==> src/rtl/tone_gen.sv <==
// tone_gen: turns a held key (note code) into a 50% square wave.
// Half-period lengths are counted in tick_1M strobes; note changes and
// note-off only take effect when a full period (HIGH then LOW) has ended.
module tone_gen #(
  parameter int CNT_W        = 11,
  parameter int OCTAVE_SHIFT = 0
) (
  input  logic       clk_100M,
  input  logic       rst,
  input  logic       tick_1M,
  input  logic       note_on,
  input  logic [3:0] note_code,
  output logic       audio_out,
  output logic       active,
  output logic [3:0] cur_code
);

  typedef enum logic [1:0] {
    IDLE = 2'd0,
    HIGH = 2'd1,
    LOW  = 2'd2
  } state_t;

  state_t           state, state_next;
  logic [CNT_W-1:0] cnt, cnt_next;
  logic [CNT_W-1:0] half, half_next;
  logic [3:0]       code_next;
  logic [10:0]      shifted_half;
  logic [CNT_W-1:0] table_half;
  logic             go;
  logic             last_tick;

  // Unshifted half-period in ticks for C4..C5; invalid codes give zero,
  // but they never reach the latch because go is low for them.
  function automatic logic [10:0] base_half(input logic [3:0] code);
    case (code)
      4'd0:    base_half = 11'd1911;
      4'd1:    base_half = 11'd1804;
      4'd2:    base_half = 11'd1703;
      4'd3:    base_half = 11'd1607;
      4'd4:    base_half = 11'd1517;
      4'd5:    base_half = 11'd1432;
      4'd6:    base_half = 11'd1351;
      4'd7:    base_half = 11'd1276;
      4'd8:    base_half = 11'd1204;
      4'd9:    base_half = 11'd1136;
      4'd10:   base_half = 11'd1073;
      4'd11:   base_half = 11'd1012;
      4'd12:   base_half = 11'd956;
      default: base_half = 11'd0;
    endcase
  endfunction

  assign go           = note_on && (note_code <= 4'd12);
  assign shifted_half = base_half(note_code) >> OCTAVE_SHIFT;
  assign table_half   = CNT_W'(shifted_half);
  // The tick that consumes the final count of the current phase.
  assign last_tick    = tick_1M && (cnt == CNT_W'(1));

  // Next-state logic: counts ticks within a phase, re-latches the note at
  // the start of every period so mid-period changes wait for the boundary.
  always_comb begin
    state_next = state;
    cnt_next   = cnt;
    half_next  = half;
    code_next  = cur_code;
    case (state)
      IDLE: begin
        if (go) begin
          state_next = HIGH;
          code_next  = note_code;
          half_next  = table_half;
          cnt_next   = table_half;
        end
      end
      HIGH: begin
        if (last_tick) begin
          state_next = LOW;
          cnt_next   = half;
        end else if (tick_1M) begin
          cnt_next = cnt - CNT_W'(1);
        end
      end
      LOW: begin
        if (last_tick) begin
          if (go) begin
            state_next = HIGH;
            code_next  = note_code;
            half_next  = table_half;
            cnt_next   = table_half;
          end else begin
            state_next = IDLE;
            cnt_next   = '0;
          end
        end else if (tick_1M) begin
          cnt_next = cnt - CNT_W'(1);
        end
      end
      default: begin
        state_next = IDLE;
        cnt_next   = '0;
      end
    endcase
  end

  // State and datapath registers; outputs are registered from the next
  // state so audio_out is glitch-free and rises one cycle after go.
  always_ff @(posedge clk_100M or posedge rst) begin
    if (rst) begin
      state     <= IDLE;
      cnt       <= '0;
      half      <= '0;
      cur_code  <= 4'd0;
      audio_out <= 1'b0;
      active    <= 1'b0;
    end else begin
      state     <= state_next;
      cnt       <= cnt_next;
      half      <= half_next;
      cur_code  <= code_next;
      audio_out <= (state_next == HIGH);
      active    <= (state_next != IDLE);
    end
  end

endmodule

==> config.mk <==
export PLATFORM = sky130hd
export DESIGN_NAME = tone_gen
export DESIGN_NICKNAME = d
export VERILOG_FILES = /design/src/rtl/tone_gen.sv
export SDC_FILE = /design/constraint.sdc
export NUM_CORES = 1
export LEC_CHECK = 0
export ABC_CLOCK_PERIOD_IN_PS = 2200
export BUFFER_PORTS_ARGS = -buffer_cell sky130_fd_sc_hd__buf_2
export CORE_MARGIN = 2
export CORE_UTILIZATION = 45
export DETAILED_ROUTE_END_ITERATION = 10
export PLACE_DENSITY_LB_ADDON = 0.15
export SYNTH_ARGS = -nofsm -noshare
export SYNTH_HDL_FRONTEND = slang
export SYNTH_SLANG_ARGS = --single-unit
==> constraint.sdc <==
create_clock -name clk_100M -period 2.2 [get_ports clk_100M]
set_input_delay 0.11 -clock clk_100M [delete_from_list [all_inputs] [get_ports clk_100M]]
set_output_delay 0.11 -clock clk_100M [all_outputs]
set_load 0.01 [all_outputs]
Word level (Yosys, flattened, before mapping):

Memory sizes are Yosys's and may differ from the RTL's.
Cells that the tools add are included.

* flip-flop bits (word level): 30
* memory bits (read-only): 176
* input port bits: 8
* output and inout bits: 6
* logic and storage cells: 38
* memories: 1

* add/sub/neg operators: 1
* order comparisons: 1
* equal/unequal tests: 6
* muxes and demuxes: 17
* reduce and logical (&&, ||, !) cells: 6

Memories
* (name not given): depth 16, bits a word 11, read ports 1, clocked after memory_dff 0, wr ports 0, line 36 `case (code)`

Operator list (number)
* 11-bit two-way mux: 7
* 11-bit case mux with 3 select lines: 1
* 11-bit case mux with 2 select lines: 1
* 11-bit by 1-bit equality test with 1-bit output, second input constant: 1
* 11-bit by 1-bit subtractor with 11-bit output, second input constant: 1
* 4-bit two-way mux: 2
* 4-bit case mux with 2 select lines: 1
* 2-bit two-way mux: 3
* 2-bit case mux with 3 select lines: 1
* 2-bit by 1-bit equality test with 1-bit output, second input constant: 2
* 4-bit less-or-equal comparator, second input constant: 1
* 2-bit inequality test, second input constant: 2
* 2-bit nonzero test: 2
* 2-bit equality test, second input constant: 1
* 1-bit logical AND: 2
* 2-bit logical NOT: 1
* 2-bit AND reduction: 1
* 1-bit two-way mux: 1

Depth between registers and ports, before layout:

* depth in word-level cells: 6
* gate-level depth with buffers: 8
* mapped depth without buffers: 7

Least setup slack after synthesis:

Ideal clock, no wire load.

* kind: register to register
* from: register cnt[1]
* to: register cnt[5]
* setup time: 0.126 ns
* arrival time: 2.240 ns
* data required time: 2.074 ns
* setup slack: -0.166 ns
* cell stages (with the launch flop): 8
* path buffers: 1
* clock period less this slack: 2.366 ns
* cells stage by stage: dfrtp_1 > inv_1 > ha_1 > or4b_4 > or3_4 > buf_6 > o211a_1 > o32a_1

* cells in the longest elaborated chain, start to end: 4
* elaborated cells on any way between the ends: 7
* those cells by class: 1 x add/sub; 1 x eq/ne; 4 x mux; 1 x reduce/logical

RTL lines
* start, declared: line 25 `logic [CNT_W-1:0] cnt, cnt_next;`
* start signal, assigned: line 118 `cnt <= cnt_next;`
* 11-bit by 1-bit subtractor with 11-bit output or 11-bit by 1-bit equality test with 1-bit output (tied branches): line 81, 96, 58
* 11-bit two-way mux or 1-bit logical AND (tied branches): line 80, 95, 58
* 11-bit two-way mux (on tied branches): line 85, 77
* 11-bit case mux with 3 select lines (*): line 67 `case (state)`

Every way passes the cells marked *; elsewhere a longest branch is shown, timed or not.
A chain may end at the register's enable or synchronous reset.

Worst setup path in the final report:

* from: register cnt[1]
* to: register cur_code[2]

* cells in the longest elaborated chain, start to end: 4

RTL lines
* 11-bit by 1-bit equality test with 1-bit output: line 58 `assign last_tick = tick_1M && (cnt == CNT_W'(1));`
* 1-bit logical AND: line 58
* 2-bit inequality test (no line)
* 2-bit AND reduction (no line)
* end signal, assigned: line 120 `cur_code <= code_next;`
* end, declared: line 15 `output logic [3:0] cur_code`

Every way passes these cells.

==> impl_metrics.toml <==
[setup_path]
path_buf_inv = 2
worstPathCellList = "inv_2 > ha_4 > or4b_4 > or3_4 > a211o_4 > buf_12 > nand2_2 > o21ai_2"
worst_ep_required_time_ns = 2.37
slowest_stage = "or4b_4"
max_stage_delay_ns = 0.45
crit_type = "flip-flop to flip-flop"
start_kind = "flip-flop"
crit_path_max_fanout = 6
cp_top_family = "simple AND/OR/NAND/NOR gates"
cp.arrival_ns = 2.40
cp-end-kind = "flip-flop"

[floorplanning]
die_area_mm2 = 0.005313
die_y_um = 72.89
io_pins = 14
start_util_pct = 45.83
dieWidth_um = 72.89
num_rows = 25
coreArea_mm2 = 0.004661

[power_and_ir_drop]
p_per_area_mw_per_mm2 = 1179
p_leak_nw = 1.201
vdd_ir_drop_max_mv = 0.6706
internal_power_w = 0.001897
switching_share_pct = 40.64
pwr-share-seq_pct = 31.3
netSwitchingPower_w = 0.001298
clock_power_share_pct = 14.4
combPwrFrac_pct = 54.3
finalPower_w = 0.003195

[logic_synthesis]
yosys.area_share.simple_pct = 22.44
synth_edf_count = 0
ys_warn_count = 0
ys_seq_area_share_pct = 35.15
syn_avg_cell_area_um2 = 8.578
synth.distinct_cells = 61
synthFlopType = "dfrtp_1"
synth_xor_area_share_pct = 1.230
syn_area_mm2 = 0.002136
synth-adder-area-share_pct = 5.272
synth-seq-cells = 30
synth_top_family_by_area = "compound AO/OA/AOI/OAI gates"
syn-num-nets = 266
synthCells = 249
synth_compound_area_share_pct = 27.07
async_reset_ff_share_pct = 100.0
synth_mux_area_share_pct = 2.109

[place]
dp_hpwl_um = 4404
placed_area_mm2 = 0.002466
pre_cts_ws_ns = -0.08631
gp_congestion = 0.8737
portBuffers = 13

[job]
maxCapViolCount = 0

[clocking]
clk_pin_slew_ns = 0.07
clock-sinks = 30
numCtsBuffers = 5
root_buffer = "clkbuf_8"
htree_levels = 2
cts_tree = "built"
clockBufferDepth = 2
clk_latency_ns = 0.29

[route]
viasPerCell = 5.822
wl_per_cell_um = 16.90
dr.pass1.iters = 4
drt_iter0_drc = 144
ant_nets = 0
vias = 2026
drt-total-wl_um = 5881
drc = 0

[sta]
hold_viol = 0
slew_headroom_pct = 62.81
grt_setup_unrepaired = "true"
slew_viol_final = 0
worst_pin_slew_ns = 0.5545
fmax_mhz = 448.2
layout_min_cycle_time_ns = 2.231
fin_crit_sh_pct = 101.4
finClkSkew_ns = 0.008510
whs_ns = 0.1739
setup_violations = 4
fin_ws_ns = -0.03121

[global_route]
gr-total-overflow = 0
grt_pass1_wl_um = 9694
grt_pass1_vias = 1902
grtUsageTotal_pct = 24.06
antenna_found_initial = 0
grt_max_degree = 31

[final_layout]
fillCellCount = 422
stdcell_area_mm2 = 0.002710
multiInputGateArea_mm2 = 0.001354
seq_area_um2 = 750.7
layout-drive-gt1-share_pct = 32.65
antenna_cells = 0
fin_nets = 310
area_growth_pct = 26.89

[outcome]
violations = "setup timing"
status = "finished with violations"

[hold_path]
holdCritPathClass = "input pin to flip-flop"
metal layers:
layer  up-vias  global-route usage (%)  wire length [um]  part of all wire (%)
li1        997                       -                 -                     -
met1       968                   33.66              2667                    45
met2        54                   37.78              2893                    49
met3         7                   3.867               232                   3.9
met4         0                   8.642                88                   1.5
met5         -                       0                 0                     0
state kept, by name, summed over array words and instances, names as in the netlist:
register,flops
active,1
audio_out,1
cnt,11
cur_code,4
half,11
state,2
final cells by class:
type | instances | share of cell area, %
Tap cell | 54 | 2.493
Clock buffer | 7 | 3.186
Timing Repair Buffer | 51 | 14.40
Sequential cell | 30 | 27.70
Multi-Input combinational cell | 190 | 49.95
Clock inverter | 1 | 0.1847
Inverter | 15 | 2.078
worst min-delay path: cells and delay by family:
family	cells	cell delay [ns]
buf+inv	2	0.17
compound gates	1	0.14
cell usage in the layout (no fill, tap or decap), drive strengths merged, types with 5 or more instances in the layout:
| cell type | instances |
|---|---|
| buf | 49 |
| nand2 | 46 |
| dfrtp | 30 |
| o21ai | 20 |
| a21oi | 19 |
| inv | 15 |
| nor2 | 12 |
| ha | 9 |
| clkbuf | 8 |
| a211oi | 7 |
| nor3 | 7 |
| nand2b | 5 |
logic make-up (layout without fill, tap and decap cells):
family	count (synthesis)	after routing
and+or+nand+nor	96	96
DFF	30	30
muxes	2	2
AOI/OAI and AO/OA	79	80
adders and majority gates	9	9
xor gates and xnor gates	3	3
buffers and inverters	30	74
synthesized netlist by cell type, drive strengths merged, types with 3 or more instances:
master,count,share of area [%]
a211oi,7,3.0
ha,9,5.3
nor2b,3,0.88
nand2b,5,1.5
and2,3,0.88
inv,15,2.6
buf,7,2.7
nand2,46,8.1
a21oi,19,4.5
nor3,7,1.9
xor2,3,1.2
nor2,12,2.1
a31oi,3,0.88
o21ai,20,5.6
nand3,3,0.70
dfrtp,30,35
clkbuf,8,1.4
worst paths after layout:
path                         startpoint          end  slack [ns]  cells after the start
max                              cnt[1]  cur_code[2]       -0.03                      8
min                        note_code[0]  cur_code[0]        0.17                      3
max reg2reg                      cnt[1]  cur_code[2]       -0.03                      8
min reg2reg                     half[6]      half[6]        0.48                      2
max in group asynchronous           rst      half[9]        1.47                      4
min in group asynchronous           rst      half[2]        0.44                      4
power groups by stage:
stage / registers [W] / logic (W) / clock network [W]
after global routing: 0.00104 / 0.00191 / 0.000481
final: 0.00100 / 0.00173 / 0.000459
after detailed placement: 0.000984 / 0.00156 / 0
after floorplan: 0.00100 / 0.000949 / 0
after CTS: 0.000980 / 0.00162 / 0.000465
after global placement: 0.000981 / 0.00155 / 0
repair_timing:
action | 4_1_cts | 5_1_grt
buffers inserted | 1 | 1
cloned | 0 | 2
pin swaps | 2 | 4
gates resized for setup | 6 | 19
endpoints found under the hold margin | 30 | 0
setup endpoints to repair | 21 | 23
hold buffers | 1 | 0
per-stage QoR:
step | util [%] | setup TNS, ns | instances
detailed placement | 52.91 | -0.9659 | 335
floorplan | - | -0.9093 | 249
finish | 58.15 | -0.07280 | 348
CTS | 55.84 | -0.2070 | 345
global placement | 52.91 | -0.6281 | 335
global route | 58.15 | -1.098 | 348
No activity file was read; power rests on OpenSTA's default activity.
